==> config.mk <==
export PLATFORM = sky130hd
export DESIGN_NAME = seg_scan_decoder
export DESIGN_NICKNAME = d
export VERILOG_FILES = /design/src/rtl/seg_scan_pkg.sv /design/src/rtl/seg_glyph_decode.sv /design/src/rtl/seg_scan_decoder.sv
export SDC_FILE = /design/constraint.sdc
export NUM_CORES = 1
export LEC_CHECK = 0
export ABC_CLOCK_PERIOD_IN_PS = 2700
export CAP_MARGIN = 0
export CELL_PAD_IN_SITES_DETAIL_PLACEMENT = 0
export CELL_PAD_IN_SITES_GLOBAL_PLACEMENT = 1
export CORE_MARGIN = 4
export CORE_UTILIZATION = 39
export DETAILED_ROUTE_END_ITERATION = 8
export GPL_TIMING_DRIVEN = 0
export PLACE_DENSITY = 0.79
export SYNTH_ARGS = -nofsm -noshare
export SYNTH_HDL_FRONTEND = slang
export SYNTH_HIERARCHICAL = 1
export SYNTH_SLANG_ARGS = --single-unit
==> constraint.sdc <==
create_clock -name clk -period 2.7 [get_ports clk]
set_input_delay 0.27 -clock clk [delete_from_list [all_inputs] [get_ports clk]]
set_output_delay 0.27 -clock clk [all_outputs]
set_load 0.01 [all_outputs]
==> src/rtl/seg_scan_pkg.sv <==
// Shared constants for the segment scan decoder: glyph table, special codes, frame state.
package seg_scan_pkg;

  localparam logic [6:0] GLYPH_0     = 7'h40;
  localparam logic [6:0] GLYPH_1     = 7'h79;
  localparam logic [6:0] GLYPH_2     = 7'h24;
  localparam logic [6:0] GLYPH_3     = 7'h30;
  localparam logic [6:0] GLYPH_4     = 7'h19;
  localparam logic [6:0] GLYPH_5     = 7'h12;
  localparam logic [6:0] GLYPH_6     = 7'h02;
  localparam logic [6:0] GLYPH_7     = 7'h78;
  localparam logic [6:0] GLYPH_8     = 7'h00;
  localparam logic [6:0] GLYPH_9     = 7'h10;
  localparam logic [6:0] GLYPH_6_ALT = 7'h03;
  localparam logic [6:0] GLYPH_7_ALT = 7'h58;
  localparam logic [6:0] GLYPH_BLANK = 7'h7F;

  localparam logic [3:0] BLANK_CODE   = 4'hF;
  localparam logic [3:0] INVALID_CODE = 4'hE;

  typedef enum logic [1:0] {
    IDLE,
    FILLING,
    STALE
  } state_e;

endpackage

==> src/rtl/seg_glyph_decode.sv <==
// Combinational active-low 7-segment glyph to BCD lookup with blank/invalid flags.
module seg_glyph_decode
  import seg_scan_pkg::*;
(
  input  logic [6:0] seg_i,
  output logic [3:0] code_o,
  output logic       blank_o,
  output logic       invalid_o
);

  always_comb begin
    code_o    = INVALID_CODE;
    blank_o   = 1'b0;
    invalid_o = 1'b0;
    case (seg_i)
      GLYPH_0:                 code_o = 4'd0;
      GLYPH_1:                 code_o = 4'd1;
      GLYPH_2:                 code_o = 4'd2;
      GLYPH_3:                 code_o = 4'd3;
      GLYPH_4:                 code_o = 4'd4;
      GLYPH_5:                 code_o = 4'd5;
      GLYPH_6, GLYPH_6_ALT:    code_o = 4'd6;
      GLYPH_7, GLYPH_7_ALT:    code_o = 4'd7;
      GLYPH_8:                 code_o = 4'd8;
      GLYPH_9:                 code_o = 4'd9;
      GLYPH_BLANK: begin
        code_o  = BLANK_CODE;
        blank_o = 1'b1;
      end
      default:                 invalid_o = 1'b1;
    endcase
  end

endmodule

==> src/rtl/seg_scan_decoder.sv <==
// Recovers four BCD digits from a multiplexed active-low 7-segment scan.
// Optional binary output port `number` when SEG_BIN_OUT_EN is defined.
module seg_scan_decoder
  import seg_scan_pkg::*;
#(
  parameter int unsigned STABLE_CYCLES  = 16,
  parameter int unsigned TIMEOUT_CYCLES = 400000
) (
  input  logic        clk,
  input  logic        rst,
  input  logic [6:0]  seg,
  input  logic [3:0]  an,
  output logic [15:0] digits,
  output logic [3:0]  blank,
  output logic [3:0]  invalid,
  output logic        frame_valid,
  output logic        stale
`ifdef SEG_BIN_OUT_EN
  ,
  output logic [13:0] number
`endif
);

  localparam int unsigned TW = $clog2(TIMEOUT_CYCLES + 1);

  state_e      state_q;
  logic [10:0] sample_q;
  logic [9:0]  cnt_q, cnt_d;
  logic [TW-1:0] idle_q;
  logic [3:0]  mask_q, mask_d;
  logic [15:0] digits_q, digits_d;
  logic [3:0]  blank_q, blank_d, invalid_q, invalid_d;
  logic        frame_valid_q, stale_q;
  logic        selecting, same, capture, frame_done, timeout;
  logic [3:0]  dec_code;
  logic        dec_blank, dec_invalid;

  seg_glyph_decode u_decode (
    .seg_i     (seg),
    .code_o    (dec_code),
    .blank_o   (dec_blank),
    .invalid_o (dec_invalid)
  );

  // Counter saturates so a long dwell can never wrap around and capture twice.
  always_comb begin
    selecting = $onehot(~an);
    same      = ({an, seg} == sample_q);
    if (!selecting || !same)   cnt_d = '0;
    else if (cnt_q != '1)      cnt_d = cnt_q + 10'd1;
    else                       cnt_d = cnt_q;
    capture    = selecting && same && (cnt_q == 10'(STABLE_CYCLES - 2));
    mask_d     = mask_q | ~an;
    frame_done = capture && (mask_d == 4'hF);
    timeout    = !capture && (state_q != STALE) && (idle_q == TW'(TIMEOUT_CYCLES - 1));
    digits_d   = digits_q;
    blank_d    = blank_q;
    invalid_d  = invalid_q;
    for (int unsigned k = 0; k < 4; k++) begin
      if (!an[k]) begin
        digits_d[4*k +: 4] = dec_code;
        blank_d[k]         = dec_blank;
        invalid_d[k]       = dec_invalid;
      end
    end
  end

`ifdef SEG_BIN_OUT_EN
  logic [13:0] number_q, number_d;
  always_comb begin
    number_d = 14'(digits_d[15:12]) * 14'd1000 + 14'(digits_d[11:8]) * 14'd100
             + 14'(digits_d[7:4]) * 14'd10 + 14'(digits_d[3:0]);
  end
  assign number = number_q;
`endif

  always_ff @(posedge clk) begin
    if (rst) begin
      state_q       <= IDLE;
      sample_q      <= '1;
      cnt_q         <= '0;
      idle_q        <= '0;
      mask_q        <= '0;
      digits_q      <= '1;
      blank_q       <= '1;
      invalid_q     <= '0;
      frame_valid_q <= 1'b0;
      stale_q       <= 1'b0;
`ifdef SEG_BIN_OUT_EN
      number_q      <= '0;
`endif
    end else begin
      sample_q      <= {an, seg};
      cnt_q         <= cnt_d;
      frame_valid_q <= frame_done;
      if (capture) begin
        digits_q  <= digits_d;
        blank_q   <= blank_d;
        invalid_q <= invalid_d;
        idle_q    <= '0;
        if (frame_done) begin
          mask_q  <= '0;
          stale_q <= 1'b0;
          state_q <= IDLE;
`ifdef SEG_BIN_OUT_EN
          if ((blank_d | invalid_d) == 4'h0) number_q <= number_d;
`endif
        end else begin
          mask_q  <= mask_d;
          state_q <= FILLING;
        end
      end else if (timeout) begin
        stale_q <= 1'b1;
        mask_q  <= '0;
        idle_q  <= '0;
        state_q <= STALE;
      end else if (state_q != STALE) begin
        idle_q <= idle_q + TW'(1);
      end
    end
  end

  assign digits      = digits_q;
  assign blank       = blank_q;
  assign invalid     = invalid_q;
  assign frame_valid = frame_valid_q;
  assign stale       = stale_q;

endmodule

==> qor.txt, run 1 <==
drt initial violations - 84
nets@finish - 445
Area Overhead vs Synth - 22.7%
Max Cap Violations - 0
most common cell after layout, fill and taps aside - dfxtp_1
fin crit period - 2570 ps
worst path cell trace - buf_2 > fa_1 > inv_1 > ha_1 > ha_1 > or3b_4 > nor4_4 > nand4_4 > buf_4 > nor2_4 > buf_12 > mux2i_1
port buffer count - 38
most frequent cells in the layout - dfxtp_1 (72), nor2_1 (60), clkdlybuf4s50_1 (34)
register area share after synthesis - 42.0%
CP max FO - 6
Finished Cell Area - 4210 um^2
DRT Pass-1 Iters - 4
Setup CP Type - in -> reg
share of cells above drive strength 1 - 13.9%
CTS buffer count - 9
final setup margin - 126 ps
cell with the most instances on the worst path - ha_1
post-synthesis net count - 390
Clk pin slew, worst setup/hold paths - 90 ps
Synth area leaders - dfxtp_1 (42%), mux2i_1 (7.3%), nor2_1 (6.6%)
GPL Wtd Cong - 0.863
Skew-Pair Late Insertion Delay - 350 ps
Antenna Nets Post-Route - 0
Worst R2R Setup Slack - 440 ps
H-Tree Level Count - 3
Peak supply drop - 0.291 mV
Total Power Consumption - 2140 uW
# IOs - 39
leakage power total - 0.00146 uW
dpl hpwl - 5270 um
CTS sink count - 72
row count - 33
count of final max-slew check failures - 0
Synthesis Warnings - 6
cell taking the most area after synthesis - dfxtp_1
core area - 8380 um^2
setup_tns - 0 ps
vias in the first global route - 2727
relative slew slack - 49.9%
unrepaired setup endpoints after global routing - false
Synth Flop Type - dfxtp_1
first-pass GRT wire length - 12800 um
number of synthesized flops with an enable pin - 0
# setup viols final - 0
CTS root buf - clkbuf_8
n_diodes - 0
vias post-DR - 2786
arrival time worst endpoint - 2860 ps
buffer and inverter count on the worst path - 4
crit start category - input pin
outcome - complete, no violations
count of state elements after synthesis - 72
Critical-path top delay cell - fa_1
required time worst endpoint - 2980 ps
Die Wd - 102 um
crit-path max cell delay - 540 ps
initial core utilization - 41.0%
DRC viols - 0
synthesized area per cell - 9.26 um^2
fin crit share - 95.3%
Post-Syn Instances - 371
Setup Skew - 10.9 ps
largest net degree at the start of global routing - 16
Final Hold Violating Endpoints - 0
Die ar. - 10400 um^2
power per cell area - 508 nW/um^2
post-synth top area share - 42.0%
vias per cell - 5.20
global route overflow - 0
CTS Hold Buffers Added - 0
drt wl/cell - 13.9 um
CTS tree - done
cell area after synthesis - 3430 um^2
Hold/Removal Path Class - in -> reg
worst-margin pin slew - 732 ps
fmax - 388 MHz
WL final - 7450 um
GRT Util Overall - 15.5%
CTS max path bufs - 2
pre-CTS setup slack - -836 ps
WHS - 255 ps
Die Ht - 102 um
Placed Area - 3960 um^2
delay-heaviest family, CP - adder cells
element type at the critical path end - flip-flop
async set-reset flop share out of synthesis - 0%
Synth cell types - 51
initial antenna violation count - 0
-- flip-flops by register name (all words and copies together) (netlist names) --
signal       count
frame_valid      1
idle_q          19
cnt_q           10
invalid          4
blank            4
stale            1
digits          16
sample_q        11
state_q          2
mask_q           4
-- repair_timing --
action / in CTS / in global routing
gates resized for setup: 18 / 1
setup endpoints to repair: 61 / 29
endpoints found under the hold margin: 0 / 0
buffers inserted: 6 / 0
pin swaps: 4 / 2
-- layer usage --
metal | GRT usage [%] | share of wire (%)
met3 | 4.91 | 5.0
met4 | 6.46 | 2.0
met2 | 23.4 | 45
met5 | 0 | 0
met1 | 20.5 | 48
-- stage by stage --
step | util [%] | instances
after floorplan | - | 371
after global placement | 47.2 | 514
after detailed placement | 47.2 | 514
after CTS | 50.3 | 536
after global routing | 50.3 | 536
final | 50.3 | 536
-- layout make-up --
cell class,count,area (um^2)
buffer,14,92.6
clock buffer,9,124
clock inverter,7,83.8
fill,805,4170
inverter,13,48.8
multi-input combinational,272,1870
sequential,72,1440
tap,105,131
timing repair buffer,44,425
-- kinds of logic after synthesis --
kind of cell	synth area share, %
AO/OA/AOI/OAI	7.94
XOR/XNOR	9.18
adder cells (fa/ha/maj)	2.40
buffers and inverters	4.12
flip-flops	42.0
multiplexers	7.29
AND/OR/NAND/NOR	27.1
-- cells in the mapped netlist, types with 3 or more instances --
cell,number
or2_2,10
a31oi_1,4
nor2b_1,4
xnor2_1,15
nand2b_1,3
nor2_1,60
clkbuf_1,5
buf_6,3
and3_1,7
xor2_1,21
buf_2,5
a211o_1,7
nor3_1,8
ha_1,5
and4_1,4
inv_1,11
o21ai_0,5
nor4_1,11
nor2_4,4
dfxtp_1,72
mux2i_1,25
nand4b_1,3
nand2_1,20
nand3_1,9
nand4_1,11
and2_1,4
a211oi_1,6
-- path summary, 6_finish.rpt --
check | from | end | depth (start not counted)
max | an[0] | digits[14] | 12
min reg2reg | invalid[0] | invalid[0] | 2
max reg2reg | idle_q[7] | state_q[0] | 6
min | an[3] | sample_q[10] | 2
-- where the power goes --
group / leakage, uW / internal [uW] / switching, uW
clock network: 0.000103 / 446 / 462
registers: 0.000585 / 1070 / 6.82
logic: 0.000773 / 63.1 / 89.3
total: 0.00146 / 1580 / 558
Note: power is estimated with default switching activity, not from simulation.
==> run 2: changes to the inputs <==
REMOVE_ABC_BUFFERS = 1   (was not set)
SKIP_CTS_REPAIR_TIMING = 1   (was not set)
==> qor.txt, run 2 (synthesized netlist as in run 1, its figures left out) <==
max layer used - met4
worst path cell trace - buf_6 > fa_1 > inv_1 > ha_2 > ha_1 > or3b_4 > nor4_4 > buf_4 > nand4_2 > or3b_1 > nor2_1
initial core utilization - 41.0% (unchanged)
WL final - 7860 um (+5.4%)
Critical-path top delay cell - fa_1
core area - 8380 um^2 (unchanged)
CTS max path bufs - 2 (unchanged)
power per cell area - 499 nW/um^2 (-1.8%)
Antenna Nets Post-Route - 0 (unchanged)
M1 wire length - 3520 um (-1.6%)
nets@finish - 433 (-2.7%)
r2r worst-path depth - 4 (-2)
most frequent cells in the layout - dfxtp_1 (72), nor2_1 (60), clkdlybuf4s50_1 (33)
met2 wire length - 3640 um (+8.3%)
worst-margin pin slew - 1400 ps (+665 ps)
arrival time worst endpoint - 2850 ps (about the same)
crit-path max cell delay - 530 ps (about the same)
buffer and inverter count on the worst path - 3 (-1)
metal3 WL - 550 um (+47%)
DRC viols - 0 (unchanged)
setup_tns - 0 ps (unchanged)
Levels on crit path - 11 (-1)
initial antenna violation count - 0 (unchanged)
count of final max-slew check failures - 0 (unchanged)
Setup Skew - 10.1 ps (-0.874 ps)
H-Tree Level Count - 3 (unchanged)
# IOs - 39 (unchanged)
leakage power total - 0.00143 uW (-1.8%)
fin crit period - 2610 ps (+34.6 ps)
fmax - 383 MHz (-1.3%)
Setup CP Type - in -> reg
Peak supply drop - 0.238 mV (-18%)
Final Hold Violating Endpoints - 0 (unchanged)
required time worst endpoint - 2940 ps (-40 ps)
Die ar. - 10400 um^2 (unchanged)
dpl hpwl - 5110 um (-3.1%)
Hold/Removal Path Class - in -> reg
GRT Util Overall - 15.5% (+0.045 points)
first-pass GRT wire length - 12800 um (-0.48%)
delay-heaviest family, CP - simple AND/OR/NAND/NOR gates
most common cell after layout, fill and taps aside - dfxtp_1
Largest register FFs - 19 (unchanged)
share of cells above drive strength 1 - 13.1% (-0.79 points)
port buffer count - 38 (unchanged)
drt wl/cell - 15.0 um (+7.8%)
fin crit share - 96.6% (+1.3 points)
row count - 33 (unchanged)
hold path depth - 2 (unchanged)
CTS sink count - 72 (unchanged)
CTS tree - done
# setup viols final - 0 (unchanged)
crit start category - input pin
Area Overhead vs Synth - 21.3%
drt initial violations - 114 (+36%)
element type at the critical path end - flip-flop
Die Ht - 102 um (unchanged)
vias post-DR - 2776 (-0.36%)
CP max FO - 6 (unchanged)
Skew-Pair Late Insertion Delay - 350 ps (about the same)
GPL Wtd Cong - 0.773 (-10%)
largest net degree at the start of global routing - 39 (+23)
global route overflow - 0 (unchanged)
Clk pin slew, worst setup/hold paths - 80 ps (about the same)
CTS buffer count - 9 (unchanged)
Die Wd - 102 um (unchanged)
vias in the first global route - 2714 (-0.48%)
vias per cell - 5.30 (+1.9%)
outcome - complete, no violations
CTS root buf - clkbuf_8
Biggest register - idle_q
WHS - 175 ps (-80.3 ps)
Max Cap Violations - 0 (unchanged)
n_diodes - 0 (unchanged)
relative slew slack - 6.68% (-43 points)
DRT Pass-1 Iters - 4 (unchanged)
==> run 2: final timing paths <==
path / slack, ps / from / to
worst max-delay path: 90 / an[1] / idle_q[12]
worst min register to register: 470 / invalid[1] / invalid[1]
worst min-delay path: 180 / an[0] / sample_q[7]
worst max register to register: 370 / idle_q[7] / idle_q[12]
==> run 2: metrics by stage <==
step	std cells	power, uW	util [%]	setup slack [ps]	instance area (um^2)
global route	524	2160	49.7	-8.58	4170
CTS	516	2090	48.3	-1140	4050
floorplan	357	1170	-	-408	3340
detailed placement	500	1240	46.0	-1500	3850
global placement	500	1240	46.0	-1450	3850
finish	524	2080	49.7	91.2	4170
==> run 2: layer usage <==
layer  vias up  GRT usage, %
li1       1392             -
met1      1302          19.9
met2        68          24.0
met3        14          5.53
met4         0          6.05
met5         -             0
==> run 2: power breakdown <==
part / internal (uW) / switching [uW]
logic: 59.5 / 94.1
registers: 1070 / 6.88
clock network: 426 / 417
==> run 2: worst reg2reg max path: stages (launching register included) <==
cell	delay [ps]
dfxtp_1	360
or4b_2	680
nor4_1	730
or3b_1	370
nor2_1	80
==> run 2: cell type report <==
| cell class | count | area [um^2] |
|---|---|---|
| multi-input cells | 276 | 1920 |
| repair buffers | 42 | 425 |
| inverters | 13 | 48.8 |
| clock inverters | 7 | 72.6 |
| fillers | 799 | 4220 |
| flip-flops and latches | 72 | 1440 |
| clock buffers | 9 | 124 |
| well taps | 105 | 131 |
==> run 3: changes to the inputs <==
PLACE_DENSITY = not set   (was 0.79)
PLACE_DENSITY_LB_ADDON = 0.2   (was not set)
SLEW_MARGIN = 10   (was not set)
==> qor.txt, run 3 (synthesized netlist as in run 1, its figures left out) <==
outcome - complete, no violations
first-pass GRT wire length - 12700 um (-0.97%)
most frequent cells in the layout - dfxtp_1 (72), nor2_1 (60), clkdlybuf4s50_1 (33)
relative slew slack - 41.1% (+34 points)
drt initial violations - 79 (-31%)
CTS tree - done
Antenna Nets Post-Route - 0 (unchanged)
GRT Util Overall - 15.2% (-0.33 points)
Max Cap Violations - 0 (unchanged)
cell with the most instances on the worst path - ha_1
fin crit period - 2590 ps (-20.2 ps)
DRC viols - 0 (unchanged)
vias per cell - 5.16 (-2.7%)
RR Endpoint - idle_q[13]
Clk pin slew, worst setup/hold paths - 80 ps (about the same)
leakage power total - 0.00140 uW (-2.5%)
Setup Skew - 16.0 ps (+5.91 ps)
row count - 33 (unchanged)
Die Ht - 102 um (unchanged)
hold_sp - an[0]
fmax - 386 MHz (+0.78%)
r2r worst-path depth - 4 (unchanged)
Largest register FFs - 19 (unchanged)
met1 Track Usage GR - 20.3% (+0.37 points)
crit-path max cell delay - 500 ps (-30 ps)
Biggest register - idle_q
Die Wd - 102 um (unchanged)
gr busiest metal - met2
drt wl/cell - 14.2 um (-5.2%)
setup_tns - 0 ps (unchanged)
most common cell after layout, fill and taps aside - dfxtp_1
Die ar. - 10400 um^2 (unchanged)
share of cells above drive strength 1 - 12.0% (-1.1 points)
# IOs - 39 (unchanged)
grt met3 use - 4.57% (-0.96 points)
H-Tree Level Count - 3 (unchanged)
port buffer count - 38 (unchanged)
WHS - 174 ps (-1.46 ps)
CTS max path bufs - 2 (unchanged)
CTS sink count - 72 (unchanged)
worst-margin pin slew - 876 ps (-521 ps)
global route overflow - 0 (unchanged)
initial antenna violation count - 0 (unchanged)
Final Hold Violating Endpoints - 0 (unchanged)
Peak supply drop - 0.247 mV (+3.8%)
CP max FO - 8 (+2)
arrival time worst endpoint - 2860 ps (about the same)
vias in the first global route - 2679 (-1.3%)
power per cell area - 493 nW/um^2 (-1.1%)
# setup viols final - 0 (unchanged)
Area Overhead vs Synth - 19.5%
GPL Wtd Cong - 0.819 (+6.0%)
Hold Path Sink - sample_q[7]
GRT met2 Usage - 23.3% (-0.65 points)
required time worst endpoint - 2970 ps (+30 ps)
count of final max-slew check failures - 0 (unchanged)
n_diodes - 0 (unchanged)
CTS buffer count - 9 (unchanged)
WL final - 7390 um (-5.9%)
vias post-DR - 2681 (-3.4%)
Worst R2R Setup Slack - 320 ps (-50 ps)
initial core utilization - 41.0% (unchanged)
RR Startpoint - idle_q[7]
Setup CP Type - in -> reg
worst path cell trace - buf_4 > fa_1 > inv_1 > ha_1 > ha_1 > or3b_4 > nor4_4 > nand4_4 > nor2_4 > mux2i_1
hold path depth - 2 (unchanged)
Hold/Removal Path Class - in -> reg
fin crit share - 95.9% (-0.75 points)
largest net degree at the start of global routing - 39 (unchanged)
CTS root buf - clkbuf_8
Core Util, Final - 49.0% (-0.72 points)
element type at the critical path end - flip-flop
core area - 8380 um^2 (unchanged)
crit start category - input pin
nets@finish - 429 (-0.92%)
dpl hpwl - 4930 um (-3.4%)
Critical-path top delay cell - fa_1
Skew-Pair Late Insertion Delay - 340 ps (about the same)
DRT Pass-1 Iters - 4 (unchanged)
==> run 3: layout make-up <==
type / instances / area (um^2)
repair buffers: 40 / 412
clock buffers: 9 / 124
flip-flops and latches: 72 / 1440
multi-input cells: 274 / 1890
inverters: 13 / 48.8
clock inverters: 7 / 60.1
well taps: 105 / 131
fillers: 820 / 4280
==> run 3: how the worst max path moves through the flow <==
stage	endpoint	slack [ps]	cells after the start	from
floorplan	mask_q[0]	-410	9	an[0]
global placement	mask_q[2]	-1510	10	an[0]
detailed placement	mask_q[2]	-1520	10	an[0]
CTS	mask_q[2]	-1160	10	an[0]
global route	blank[2]	-7	10	an[1]
finish	invalid[2]	110	10	an[1]
==> run 3: routing by layer <==
metal  part of all wire, %  routed length, um  vias up
met5                     0                  0        -
met4                  0.92                 68        0
met3                   4.7                350        5
met2                    45               3310       42
met1                    50               3670     1255
li1                      -                  -     1379
==> run 3: per-stage QoR <==
| stage | setup WS [ps] | cell area, um^2 | total power, uW | instances |
|---|---|---|---|---|
| finish | 111 | 4110 | 2030 | 520 |
| global route | -6.79 | 4110 | 2120 | 520 |
| CTS | -1160 | 4040 | 2050 | 516 |
| detailed placement | -1520 | 3850 | 1240 | 500 |
| global placement | -1510 | 3850 | 1240 | 500 |
| floorplan | -408 | 3340 | 1170 | 357 |
==> run 3: worst max-delay path, delay by kind of cell <==
family | cells | cell delay (ps)
buf+inv | 2 | 190
fa+ha+maj | 3 | 940
mux | 1 | 220
simple gates | 4 | 1230
==> run 3: power by group <==
| part | internal, uW | total, uW | switching [uW] |
|---|---|---|---|
| sequential | 1070 | 1080 | 6.62 |
| combinational | 57.0 | 146 | 88.5 |
| clock | 350 | 800 | 450 |
| total | 1480 | 2030 | 545 |
==> edit (settings of run 2) <==
Build with the macro `SEG_BIN_OUT_EN` defined.
--- a/src/rtl/seg_scan_decoder.sv
+++ b/src/rtl/seg_scan_decoder.sv
@@ -1,5 +1,7 @@
 // Recovers four BCD digits from a multiplexed active-low 7-segment scan.
 // Optional binary output port `number` when SEG_BIN_OUT_EN is defined.
+`define SEG_BIN_OUT_EN
+
 module seg_scan_decoder
   import seg_scan_pkg::*;
 #(
Formal check against the unedited RTL (old outputs only; new: number): equivalent (Yosys induction, for registers that start in step).
==> edit against run 2 <==
- design area rose by 83%
- sequential cell count rose by 14
- synthesized cell count rose by 73%
- count of clock-buffer cells in the layout rose by 3
- combinational power rose to 12 times the old value
- the run now ends with negative setup slack left
- via count rose by 76%
- clock power rose by 53%
- hold slack got worse by 0.0088 ns
- wire length rose by 86%
- cell count rose by 74%
- total power rose by 120%
- synthesized area rose by 63%
- setup slack got worse by 2.4 ns
==> edit: results (changes against run 2) <==
Worst setup path
  – Crit Reg-Reg Endpoint: number[12]$_SDFFE_PP0P_
  – CP arrival: 5.20 ns (+2.35 ns)
  – Slowest CP cell: fa_2
  – Crit path largest cell delay: 0.60 ns (+0.07 ns)
  – Worst-case reg-to-reg path depth: 18 (+14)
  – Critical path fanouts, max: 7 (+1)
  – CP delay by family, top: adder cells
  – FF-to-FF setup slack: -1.66 ns (-2.03 ns)
  – FF-to-FF Start: digits[14]$_SDFFE_PP1P_

Global routing
  – Antenna violations before repair: 0 (unchanged)
  – First-pass GRT wire length: 21300 µm (+67%)
  – Vias in the first global route: 4553 (+68%)
  – Largest net degree at the start of global routing: 37 (-5.1%)
  – GR Util All Layers: 0.160 (+0.00454)

Min path
  – Hold depth: 2 (unchanged)
  – Hold crit path type: input pin to flop
  – Hold endpoint: sample_q[5]$_SDFF_PP1_
  – Hold_sp: seg[5]

CTS
  – Clk root buf: clkbuf_16
  – CTS Buf Count: 9 (unchanged)
  – H-tree levels: 3 (unchanged)
  – Clock-pin transition on the worst setup and hold timing paths: 0.06 ns (-0.02 ns)
  – Worst-Skew Late Latency: 0.34 ns
  – Maximum clock insertion buffer count: 2 (unchanged)

Yosys
  – Top cells by area, synth: dfxtp_1 31%, ha_1 12%, fa_1 6.4%
  – Post-synth ARST share: 0 (unchanged)
  – Most frequent cells after synthesis: 86 x dfxtp_1, 67 x nand2_1, 55 x ha_1
  – Syn avg cell area: 8.75 µm² (-5.5%)
  – Unique masters post-synth: 59 (+16%)
  – Synth warn: 6 (unchanged)
  – Sequential share of the synthesized area: 0.307 (-0.113)

Outcome
  – Failing checks: negative setup slack
  – Status: complete, but fails checks

Power
  – Comb. pwr: 1.89 mW (+1100%)
  – Sw Ratio: 0.326 (+0.0763)
  – Reg power frac: 0.289 (-0.231)
  – P_leak: 2.94 nW (+100%)
  – Peak supply drop: 613 µV (+160%)

Final layout
  – Layout Cells excl Fill: 911 (+74%)
  – Biggest register: idle_q
  – Diode count: 0 (unchanged)
  – Final #Nets: 812 (+88%)
  – Largest register FFs: 19 (unchanged)
  – Share of layout cells above drive strength 1: 0.275 (+0.144)

STA
  – Final Slew Violations: 0 (unchanged)
  – PnR worst setup slack: -2.30 ns (-2.39 ns)
  – Slew at the pin closest to its max-slew limit: 1.17 ns (-0.226 ns)
  – Clock Skews: 0.00683 ns (-0.00322 ns)
  – Final setup viols: 57 (+57)

Place
  – Dpl ws: -4.61 ns (-3.12 ns)
  – Placer congestion estimate: 0.802 (+3.8%)
  – I/O Buffers: 52 (+37%)
  – Hpwl dp: 9590 µm (+88%)
  – Placed Cells: 848 (+70%)

Route
  – Vias per Instance: 5.37 (+1.3%)
  – Total wire length: 14600 µm (+86%)
  – First-pass DRT Iterations: 4 (unchanged)
  – DRT antenna net count: 0 (unchanged)
  – Drt initial violations: 193 (+69%)
edit: worst max-delay path by stage:
| stage | startpoint | endpoint | slack, ns | cells after the start |
|---|---|---|---|---|
| floorplan | seg[5] | number[12]$_SDFFE_PP0P_ | -3.00 | 22 |
| global placement | seg[1] | number[12]$_SDFFE_PP0P_ | -4.52 | 23 |
| detailed placement | seg[1] | number[12]$_SDFFE_PP0P_ | -4.61 | 23 |
| CTS | seg[1] | number[12]$_SDFFE_PP0P_ | -4.24 | 23 |
| global route | seg[5] | number[12]$_SDFFE_PP0P_ | -2.57 | 23 |
| finish | seg[2] | number[12]$_SDFFE_PP0P_ | -2.30 | 23 |
edit: layout make-up:
class	instances	area (µm²)
fill	1259	6350
tap	180	225
sequential	86	1720
inverter	45	169
clock inverter	4	53.8
timing repair buffer	94	925
clock buffer	12	256
multi-input combinational	490	4290
edit: cells by family (layout without fill, tap and decap cells):
family,Yosys count,in the layout,share of synthesized area
simple gates,226,232,0.203
compound gates,106,106,0.120
flops,86,86,0.307
fa+ha+maj,73,73,0.187
buf+inv,71,155,0.0513
xor+xnor,51,51,0.0796
mux,28,28,0.0520
edit: layer usage:
layer  wire, µm  vias up  GRT usage
met5          0        -          0
met4        268        0     0.0512
met3        484       18     0.0404
met2       7680       69      0.289
met1       6210     2390      0.184
li1           -     2411          -
edit: through the flow:
step | area [µm²] | hold WS, ns | TNS (ns) | power [mW]
global placement | 6240 | 0.440 | -145.57 | 2.50
global route | 7640 | 0.164 | -30.13 | 4.75
finish | 7640 | 0.166 | -23.52 | 4.47
CTS | 6570 | 0.452 | -117.59 | 3.82
detailed placement | 6260 | 0.445 | -140.82 | 2.51
floorplan | 5490 | 0.339 | -53.17 | 2.25
